`config.mk`:
```
export PLATFORM = sky130hd
export DESIGN_NAME = bus_arbiter8
export DESIGN_NICKNAME = d
export VERILOG_FILES = /design/src/rtl/bus_arbiter8.sv
export SDC_FILE = /design/constraint.sdc
export NUM_CORES = 1
export LEC_CHECK = 0
export ABC_AREA = 1
export BUFFER_PORTS_ARGS = -buffer_cell sky130_fd_sc_hd__buf_2
export CORE_MARGIN = 10
export CORE_UTILIZATION = 40
export DETAILED_ROUTE_END_ITERATION = 8
export PLACE_DENSITY = 0.56
export SLEW_MARGIN = 20
export SYNTH_ARGS = -nofsm -noshare
export SYNTH_HDL_FRONTEND = slang
export SYNTH_SLANG_ARGS = --single-unit
```
`constraint.sdc`:
```
create_clock -name clk -period 3.95 [get_ports clk]
set_input_delay 0.1975 -clock clk [delete_from_list [all_inputs] [get_ports clk]]
set_output_delay 0.1975 -clock clk [all_outputs]
set_load 0.02 [all_outputs]
```
`src/rtl/bus_arbiter8.sv`:
```
// Round-robin arbiter sharing one resource among 8 requesters.
// Registered one-hot grant with hold timeout and a programmable idle gap between owners.
module bus_arbiter8 #(
    parameter int HOLD_MAX   = 16,
    parameter int GAP_CYCLES = 1
) (
    input  logic       clk,
    input  logic       reset,
    input  logic [7:0] req,
    input  logic       done,
    output logic [7:0] grant,
    output logic [2:0] grant_id,
    output logic       grant_valid,
    output logic       timeout
);

    localparam logic [1:0] S_IDLE = 2'd0;
    localparam logic [1:0] S_OWN  = 2'd1;
    localparam logic [1:0] S_GAP  = 2'd2;

    localparam logic [7:0] HOLD_LAST = 8'(HOLD_MAX - 1);
    localparam logic [3:0] GAP_LAST  = 4'(GAP_CYCLES - 1);

    logic [1:0] r_state;
    logic [7:0] r_grant;
    logic [2:0] r_grant_id;
    logic       r_grant_valid;
    logic       r_timeout;
    logic [7:0] r_hold_cnt;
    logic [3:0] r_gap_cnt;
    logic [2:0] r_last_id;

    logic       w_found;
    logic [2:0] w_win_id;
    logic [2:0] w_idx;
    logic       w_rel_done;
    logic       w_rel_drop;
    logic       w_rel_hold;
    logic       w_release;
    logic       w_to_only;

    // Scan starts just past the last owner; k=8 wraps back to the last owner itself,
    // so it is considered only after every other requester.
    always_comb begin
        w_found  = 1'b0;
        w_win_id = 3'd0;
        w_idx    = 3'd0;
        for (int k = 1; k <= 8; k++) begin
            w_idx = r_last_id + 3'(k);
            if (!w_found && req[w_idx]) begin
                w_found  = 1'b1;
                w_win_id = w_idx;
            end
        end
    end

    assign w_rel_done = done;
    assign w_rel_drop = !req[r_grant_id];
    assign w_rel_hold = (r_hold_cnt == HOLD_LAST);
    assign w_release  = w_rel_done || w_rel_drop || w_rel_hold;
    assign w_to_only  = w_rel_hold && !w_rel_done && !w_rel_drop;

    always_ff @(posedge clk or posedge reset) begin
        if (reset) begin
            r_state       <= S_IDLE;
            r_grant       <= 8'd0;
            r_grant_id    <= 3'd0;
            r_grant_valid <= 1'b0;
            r_timeout     <= 1'b0;
            r_hold_cnt    <= 8'd0;
            r_gap_cnt     <= 4'd0;
            r_last_id     <= 3'd7;
        end else begin
            r_timeout <= 1'b0;
            case (r_state)
                S_IDLE: begin
                    if (w_found) begin
                        r_state       <= S_OWN;
                        r_grant       <= 8'd1 << w_win_id;
                        r_grant_id    <= w_win_id;
                        r_grant_valid <= 1'b1;
                        r_hold_cnt    <= 8'd0;
                    end
                end
                S_OWN: begin
                    // Non-owner requests are ignored here: no preemption.
                    if (w_release) begin
                        r_state       <= S_GAP;
                        r_grant       <= 8'd0;
                        r_grant_id    <= 3'd0;
                        r_grant_valid <= 1'b0;
                        r_last_id     <= r_grant_id;
                        r_gap_cnt     <= 4'd0;
                        r_timeout     <= w_to_only;
                    end else begin
                        r_hold_cnt <= r_hold_cnt + 8'd1;
                    end
                end
                S_GAP: begin
                    if (r_gap_cnt == GAP_LAST) begin
                        if (w_found) begin
                            r_state       <= S_OWN;
                            r_grant       <= 8'd1 << w_win_id;
                            r_grant_id    <= w_win_id;
                            r_grant_valid <= 1'b1;
                            r_hold_cnt    <= 8'd0;
                        end else begin
                            r_state <= S_IDLE;
                        end
                    end else begin
                        r_gap_cnt <= r_gap_cnt + 4'd1;
                    end
                end
                default: r_state <= S_IDLE;
            endcase
        end
    end

    assign grant       = r_grant;
    assign grant_id    = r_grant_id;
    assign grant_valid = r_grant_valid;
    assign timeout     = r_timeout;

endmodule

```
==> flow_summary.ini, run 1 <==
[power]
vdd_drop_max_uv = 356
p_per_area_mw_per_mm2 = 898
leakagePower_nw = 1.29

[sta]
slew_viol_final = 0
fmax_mhz = 308
relSlewSlack_pct = 69.4
rsz0062_at_grt = false
setup_slack_ns = 0.705
fin_crit_ns = 3.25
finalHoldViolations = 0
setup_viol = 0
worst_pin_slew_ns = 0.456
skew_ns = 0.0102
tns_ns = 0
min_period_over_period_pct = 82.2

[detailed_routing]
ant_nets = 0
vias = 2079
post-route-drc-count = 0
first_pass_iters = 4
wl_mm = 5.45
wl_per_cell_um = 13.1
routed_via_density = 4.99
drt_iter0_drc = 119

[worst_setup_path]
start_kind = register
crit_end = r_hold_cnt[2]$_DFFE_PP0P_
cp_max_fo = 14
reg2reg_depth = 16
r2r-start = r_last_id[1]$_DFFE_PP1P_
r2r_end = r_hold_cnt[2]$_DFFE_PP0P_
arrival_ns = 3.43
cp.required_ns = 4.13
path_class = register to register
end_kind = register
r2r_slack_ns = 0.70
cp-startpoint = r_last_id[1]$_DFFE_PP1P_

[synth]
yosys.area.top_type_share_pct = 30.4
ys_seq_area_share_pct = 33.9
synth_top_area_cell = dfrtp_1
synth.cell_area_mm2 = 0.00222
synthFlopType = dfrtp_1
synth-edff-count = 0
yosysMostFrequentCell = nand2_1
syn-num-nets = 332
synth.avg_cell_area_um2 = 7.04
synth.area.top_cells = dfrtp_1, nand2_1, nand3_1, inv_1, nor2_1
ys_ff_latch = 30
yosys-top-cells-count = nand2_1, nand3_1, inv_1
syn_inst = 316
yosysWarnings = 0
synthArstFlopShare_pct = 100
synthDistinctLibCells = 30

[cts]
clockBufferDepth = 2
cts_setup_buffers = 0
path_clk_slew_ns = 0.07
cts_tree = yes
insertion_delay_ns = 0.29
cts_max_level = 2
clk_root_buffer_cell = clkbuf_8
cts.sinks = 30
cts_buffers = 5

[cells_and_area]
final_nets = 360
diodes = 0
syn2layout_area_growth_pct = 12.9
drive_above_1_share_pct = 18.0
n_fill_cell = 557

[grt]
grt_use_total_pct = 12.9
grt_max_degree = 31
grt-ovfl-total = 0
grt_pass1_vias = 2004
antenna_found_initial = 0
grt_first_pass_wirelength_mm = 9.32

[place]
dpl_worst_slack_ns = 0.733
dp_hpwl_mm = 4.27
globalplace.congestion = 0.886
numPortBuffers = 23

[min_path]
hp-class = input pin to register

[die]
io_pins = 24
die_h_um = 94.6
die-width_um = 94.6
row_count = 27
dieArea_mm2 = 0.00894
core_mm2 = 0.00544
start_util_pct = 40.9

[run_status]
status = finished, final reports clean

[flow_run]
drv_cap = 0
-- per-layer routing --
layer	vias to the layer above	track usage (%)	wire, µm
met2	20	21.9	2710
met4	0	5.11	89
met3	10	2.62	177
met5	-	0	0
met1	960	15.6	2480
li1	1089	-	-
-- critical path, stage by stage (launching register included) --
cell	delay, ns
dfstp_2	0.66
clkinv_1	0.29
ha_1	0.43
inv_1	0.25
nand3_1	0.16
nand3_2	0.10
nand2_2	0.12
nor2_8	0.19
nand4_4	0.13
nor2_8	0.16
nand3_2	0.10
nand2_4	0.14
nand2_4	0.14
nand2_1	0.11
nand2_1	0.05
nand2_1	0.05
nor2_1	0.04
-- per-stage QoR --
stage,hold WS (ns),total power [mW],instances,util [%],cell area [µm²]
final,0.178,2.26,417,46.2,2510
after global routing,0.215,2.51,417,46.2,2510
after CTS,0.177,2.27,417,46.2,2510
after detailed placement,0.301,1.99,408,44.2,2410
after global placement,0.298,2.00,408,44.2,2410
after floorplan,0.286,1.67,316,-,2220
-- timing repair --
item	4_1_cts	5_1_grt
hold buffers	1	0
resized for setup	0	0
hold endpoints to repair	20	0
-- cell families (layout without fill, tap and decap cells) --
| logic type | count (synthesis) | in the layout | share of synthesized area, % |
|---|---|---|---|
| and+or+nand+nor | 185 | 185 | 40.2 |
| buffers and inverters | 48 | 77 | 8.95 |
| AOI/OAI and AO/OA | 40 | 40 | 11.0 |
| DFF | 30 | 30 | 33.9 |
| xor gates and xnor gates | 8 | 8 | 3.15 |
| adders and majority gates | 5 | 5 | 2.81 |
-- sequential cells by signal, summed over array words and instances (netlist names) --
name / flops
grant: 8
r_hold_cnt: 8
r_gap_cnt: 4
grant_id: 3
r_last_id: 3
r_state: 2
grant_valid: 1
timeout: 1
-- worst min path at each step --
stage | from | endpoint | slack [ns] | cells after the start
floorplan | reset | grant[0]$_DFFE_PP0P_ | 0.29 | 1
global placement | reset | grant_id[0]$_DFFE_PP0P_ | 0.30 | 3
detailed placement | reset | grant_id[0]$_DFFE_PP0P_ | 0.30 | 3
CTS | done | timeout$_DFF_PP0_ | 0.18 | 4
global route | done | timeout$_DFF_PP0_ | 0.22 | 4
finish | done | timeout$_DFF_PP0_ | 0.18 | 4
-- cell type report --
class | instances | area, µm² | area share (%)
clock inverters | 2 | 12.5 | 0.498
clock buffers | 6 | 82.6 | 3.29
flip-flops and latches | 30 | 754 | 30.0
inverters | 43 | 161 | 6.43
repair buffers | 26 | 140 | 5.58
multi-input cells | 238 | 1270 | 50.6
well taps | 72 | 90.1 | 3.59
-- layout by cell type, fill, tap and decap left out, types with 2 or more instances in the layout --
master	count
a21oi_1	7
buf_2	23
buf_4	2
clkbuf_8	6
dfrtp_1	27
dfstp_2	3
ha_1	5
inv_1	39
inv_2	3
nand2_1	76
nand2_2	9
nand2_4	2
nand3_1	41
nand3_2	4
nand4_1	13
nor2_1	35
nor2_8	2
nor3_1	2
o21ai_0	11
o21ai_1	6
o21ai_2	4
o21bai_1	4
o22ai_1	4
xnor2_1	2
xor2_1	6
-- where the power goes --
| part | internal, mW | leakage [nW] | switching (mW) | total [mW] |
|---|---|---|---|---|
| clock network | 0.140 | 0.0472 | 0.127 | 0.267 |
| registers | 0.390 | 0.392 | 0.0872 | 0.477 |
| logic | 0.447 | 0.851 | 1.07 | 1.51 |
No activity file was read; power rests on OpenSTA's default activity.
==> run 2: changes to the inputs <==
--- a/config.mk
+++ b/config.mk
@@ -5,7 +5,7 @@
 export SDC_FILE = /design/constraint.sdc
 export NUM_CORES = 1
 export LEC_CHECK = 0
-export ABC_AREA = 1
+export ABC_AREA = 0
 export BUFFER_PORTS_ARGS = -buffer_cell sky130_fd_sc_hd__buf_2
 export CORE_MARGIN = 10
 export CORE_UTILIZATION = 40
==> constraint.sdc (replaced) <==
create_clock -name clk -period 3.1 [get_ports clk]
set_input_delay 0.155 -clock clk [delete_from_list [all_inputs] [get_ports clk]]
set_output_delay 0.155 -clock clk [all_outputs]
set_load 0.02 [all_outputs]
==> run 2 against run 1 <==
Effect of this change: routed wire length up 18%; sequential share of layout area fell by 5.2 points; die area up 2.3%; total power increased by 66%; final cell count decreased by 14%; sequential power grew 23%; largest cell class unchanged.
==> flow_summary.ini, run 2 <==
[run_status]
status = finished, final reports clean

[synth]
synth.area.top_cells = dfrtp_1, mux4_2, mux2_2, nand3_1, nand2_1
synth.cell_area_mm2 = 0.00229
ys_ff_latch = 30
ys_seq_area_share_pct = 33.0
yosys.area.top_type_share_pct = 29.5
yosysMostFrequentCell = dfrtp_1
synth.avg_cell_area_um2 = 9.91
synthDistinctLibCells = 53
synthFlopType = dfrtp_1
synth_top_area_cell = dfrtp_1
syn_inst = 231
syn-num-nets = 247
yosys-top-cells-count = dfrtp_1, nand3_1, nand2_1
yosysWarnings = 0
synthArstFlopShare_pct = 100
synth-edff-count = 0

[power]
clock_power_share_pct = 7.7
p_per_area_mw_per_mm2 = 1240
leakagePower_nw = 1.29
switching_share_pct = 47.1
intPower_mw = 1.98
p_seq_share_pct = 15.7
combPwrFrac_pct = 76.6
vdd_drop_max_uv = 481
p_sw_mw = 1.76

[worst_setup_path]
path_depth = 9
end_kind = register
r2r_slack_ns = 0.04
start_kind = register
cp-startpoint = r_last_id[1]$_DFFE_PP1P_
arrival_ns = 3.24
path_class = register to register
critPathSlowestCell = dfstp_2
cp_max_fo = 8
cp.required_ns = 3.29
cp_num_buf_inv = 2
cp_top_family = multiplexers
r2r_end = grant[6]$_DFFE_PP0P_
max_stage_delay_ns = 0.55
crit_end = grant[6]$_DFFE_PP0P_
path_cells = inv_4 > ha_4 > buf_12 > mux2_4 > mux4_2 > or2_4 > or3_4 > a41o_4 > o31ai_4
reg2reg_depth = 9
r2r-start = r_last_id[1]$_DFFE_PP1P_

[cells_and_area]
final_nets = 302
utilization_pct = 54.8
diodes = 0
syn2layout_area_growth_pct = 32.6
final_cell_area_mm2 = 0.00303
layout_common_cells = dfrtp_1, buf_4, buf_2
drive_above_1_share_pct = 43.0
stdcell_count = 358

[sta]
skew_ns = 0.00285
finalHoldViolations = 0
relSlewSlack_pct = 59.6
worst_pin_slew_ns = 0.606
slew_viol_final = 0
min_period_over_period_pct = 98.6
rsz0062_at_grt = true
setup_slack_ns = 0.0439
fin_crit_ns = 3.06
tns_ns = 0
setup_viol = 0
fmax_mhz = 327

[grt]
grt_busiest_layer = met2
grt_pass1_vias = 2032
grt_use_met2_pct = 22.1
antenna_found_initial = 0
grt_util_met1_pct = 17.8
grt_use_total_pct = 14.1
grt-ovfl-total = 0
grt_util_met3_pct = 3.69
grt_first_pass_wirelength_mm = 10.2
grt_max_degree = 30

[min_path]
hp-class = input pin to register

[die]
start_util_pct = 41.3
die_h_um = 95.6
core_mm2 = 0.00554
die-width_um = 95.6
io_pins = 24
dieArea_mm2 = 0.00915
row_count = 27

[place]
numPortBuffers = 23
place_inst = 345
dpl_worst_slack_ns = -0.0446
dp_hpwl_mm = 4.74
place_area_mm2 = 0.00270
globalplace.congestion = 0.875

[detailed_routing]
first_pass_iters = 4
vias = 2073
wl_mm = 6.42
ant_nets = 0
routed_via_density = 5.79
post-route-drc-count = 0
wl_per_cell_um = 17.9
drt_iter0_drc = 97

[cts]
cts_buffers = 5
cts.sinks = 30
clk_root_buffer_cell = clkbuf_8
cts_tree = yes
clockBufferDepth = 2
path_clk_slew_ns = 0.06
insertion_delay_ns = 0.27
cts_max_level = 2

[flow_run]
drv_cap = 0
-- run 2: cell types whose count changed in the layout (fill, tap and decap cells not counted), moves of 8 or more --
cell and change:
nand2_1 -54, inv_1 -35, buf_4 +25, nand3_1 -21, nor2_1 -21, mux4_2 +10, mux2_4 +9, nand2_2 -9
nand4_1 -8
-- run 2: how the worst min path moves through the flow --
| stage | startpoint | to | slack (ns) | cells past startpoint |
|---|---|---|---|---|
| floorplan | reset | grant[0]$_DFFE_PP0P_ | 0.24 | 1 |
| global placement | grant_valid$_DFFE_PP0P_ | grant_valid$_DFFE_PP0P_ | 0.47 | 2 |
| detailed placement | grant_valid$_DFFE_PP0P_ | grant_valid$_DFFE_PP0P_ | 0.47 | 2 |
| CTS | reset | r_hold_cnt[5]$_DFFE_PP0P_ | 0.18 | 2 |
| global route | done | timeout$_DFF_PP0_ | 0.22 | 3 |
| finish | done | timeout$_DFF_PP0_ | 0.21 | 3 |
-- run 2: final cells by class --
type	count	area, µm²
Clock buffer	7	76.3
Tap cell	72	90.1
Sequential cell	30	754
Timing Repair Buffer	57	407
Fill cell	537	2510
Inverter	7	28.8
Multi-Input combinational cell	185	1680
-- run 2: through the flow --
stage,power [mW],hold slack [ns]
finish,3.75,0.212
detailed placement,2.92,0.474
CTS,3.25,0.179
floorplan,2.15,0.244
global route,4.02,0.216
global placement,2.93,0.472
-- run 2: kinds of logic (layout without fill, tap and decap cells) --
family	count (synthesis)	after routing	share of synthesized area [%]
flip-flops	30	30	33.0
AND/OR/NAND/NOR	86	86	19.0
XOR/XNOR	12	12	4.92
buffers and inverters	16	71	3.39
multiplexers	32	32	21.1
AO/OA/AOI/OAI	50	50	16.0
adder cells (fa/ha/maj)	5	5	2.73
-- run 2: power by group through the flow --
stage	registers, mW	clock network (mW)	logic [mW]
2_1_floorplan	0.626	0	1.52
3_3_place_gp	0.591	0	2.34
3_5_place_dp	0.590	0	2.33
4_1_cts	0.586	0.305	2.36
5_1_grt	0.601	0.317	3.10
6_report	0.588	0.289	2.87
-- run 2: what timing repair did --
item	in CTS	in global routing
endpoints found under the setup margin	2	14
endpoints found under the hold margin	0	27
resized for setup	2	39
hold buffers	0	1
pin swaps	1	14
setup buffers	0	4
cloned	0	1
-- run 2: routing by layer --
layer	wire (µm)	up-vias	share of wire (%)
met5	0	-	0
met4	141	0	2.2
met3	338	10	5.3
met2	3140	52	49
met1	2810	1014	44
li1	-	997	-
-- run 2: worst register-to-register path, cell delays in order, from the launching register on --
cell and delay (ns):
dfstp_2 0.55, inv_4 0.05, ha_4 0.30, buf_12 0.14, mux2_4 0.30, mux4_2 0.50
or2_4 0.28, or3_4 0.36, a41o_4 0.30, o31ai_4 0.18
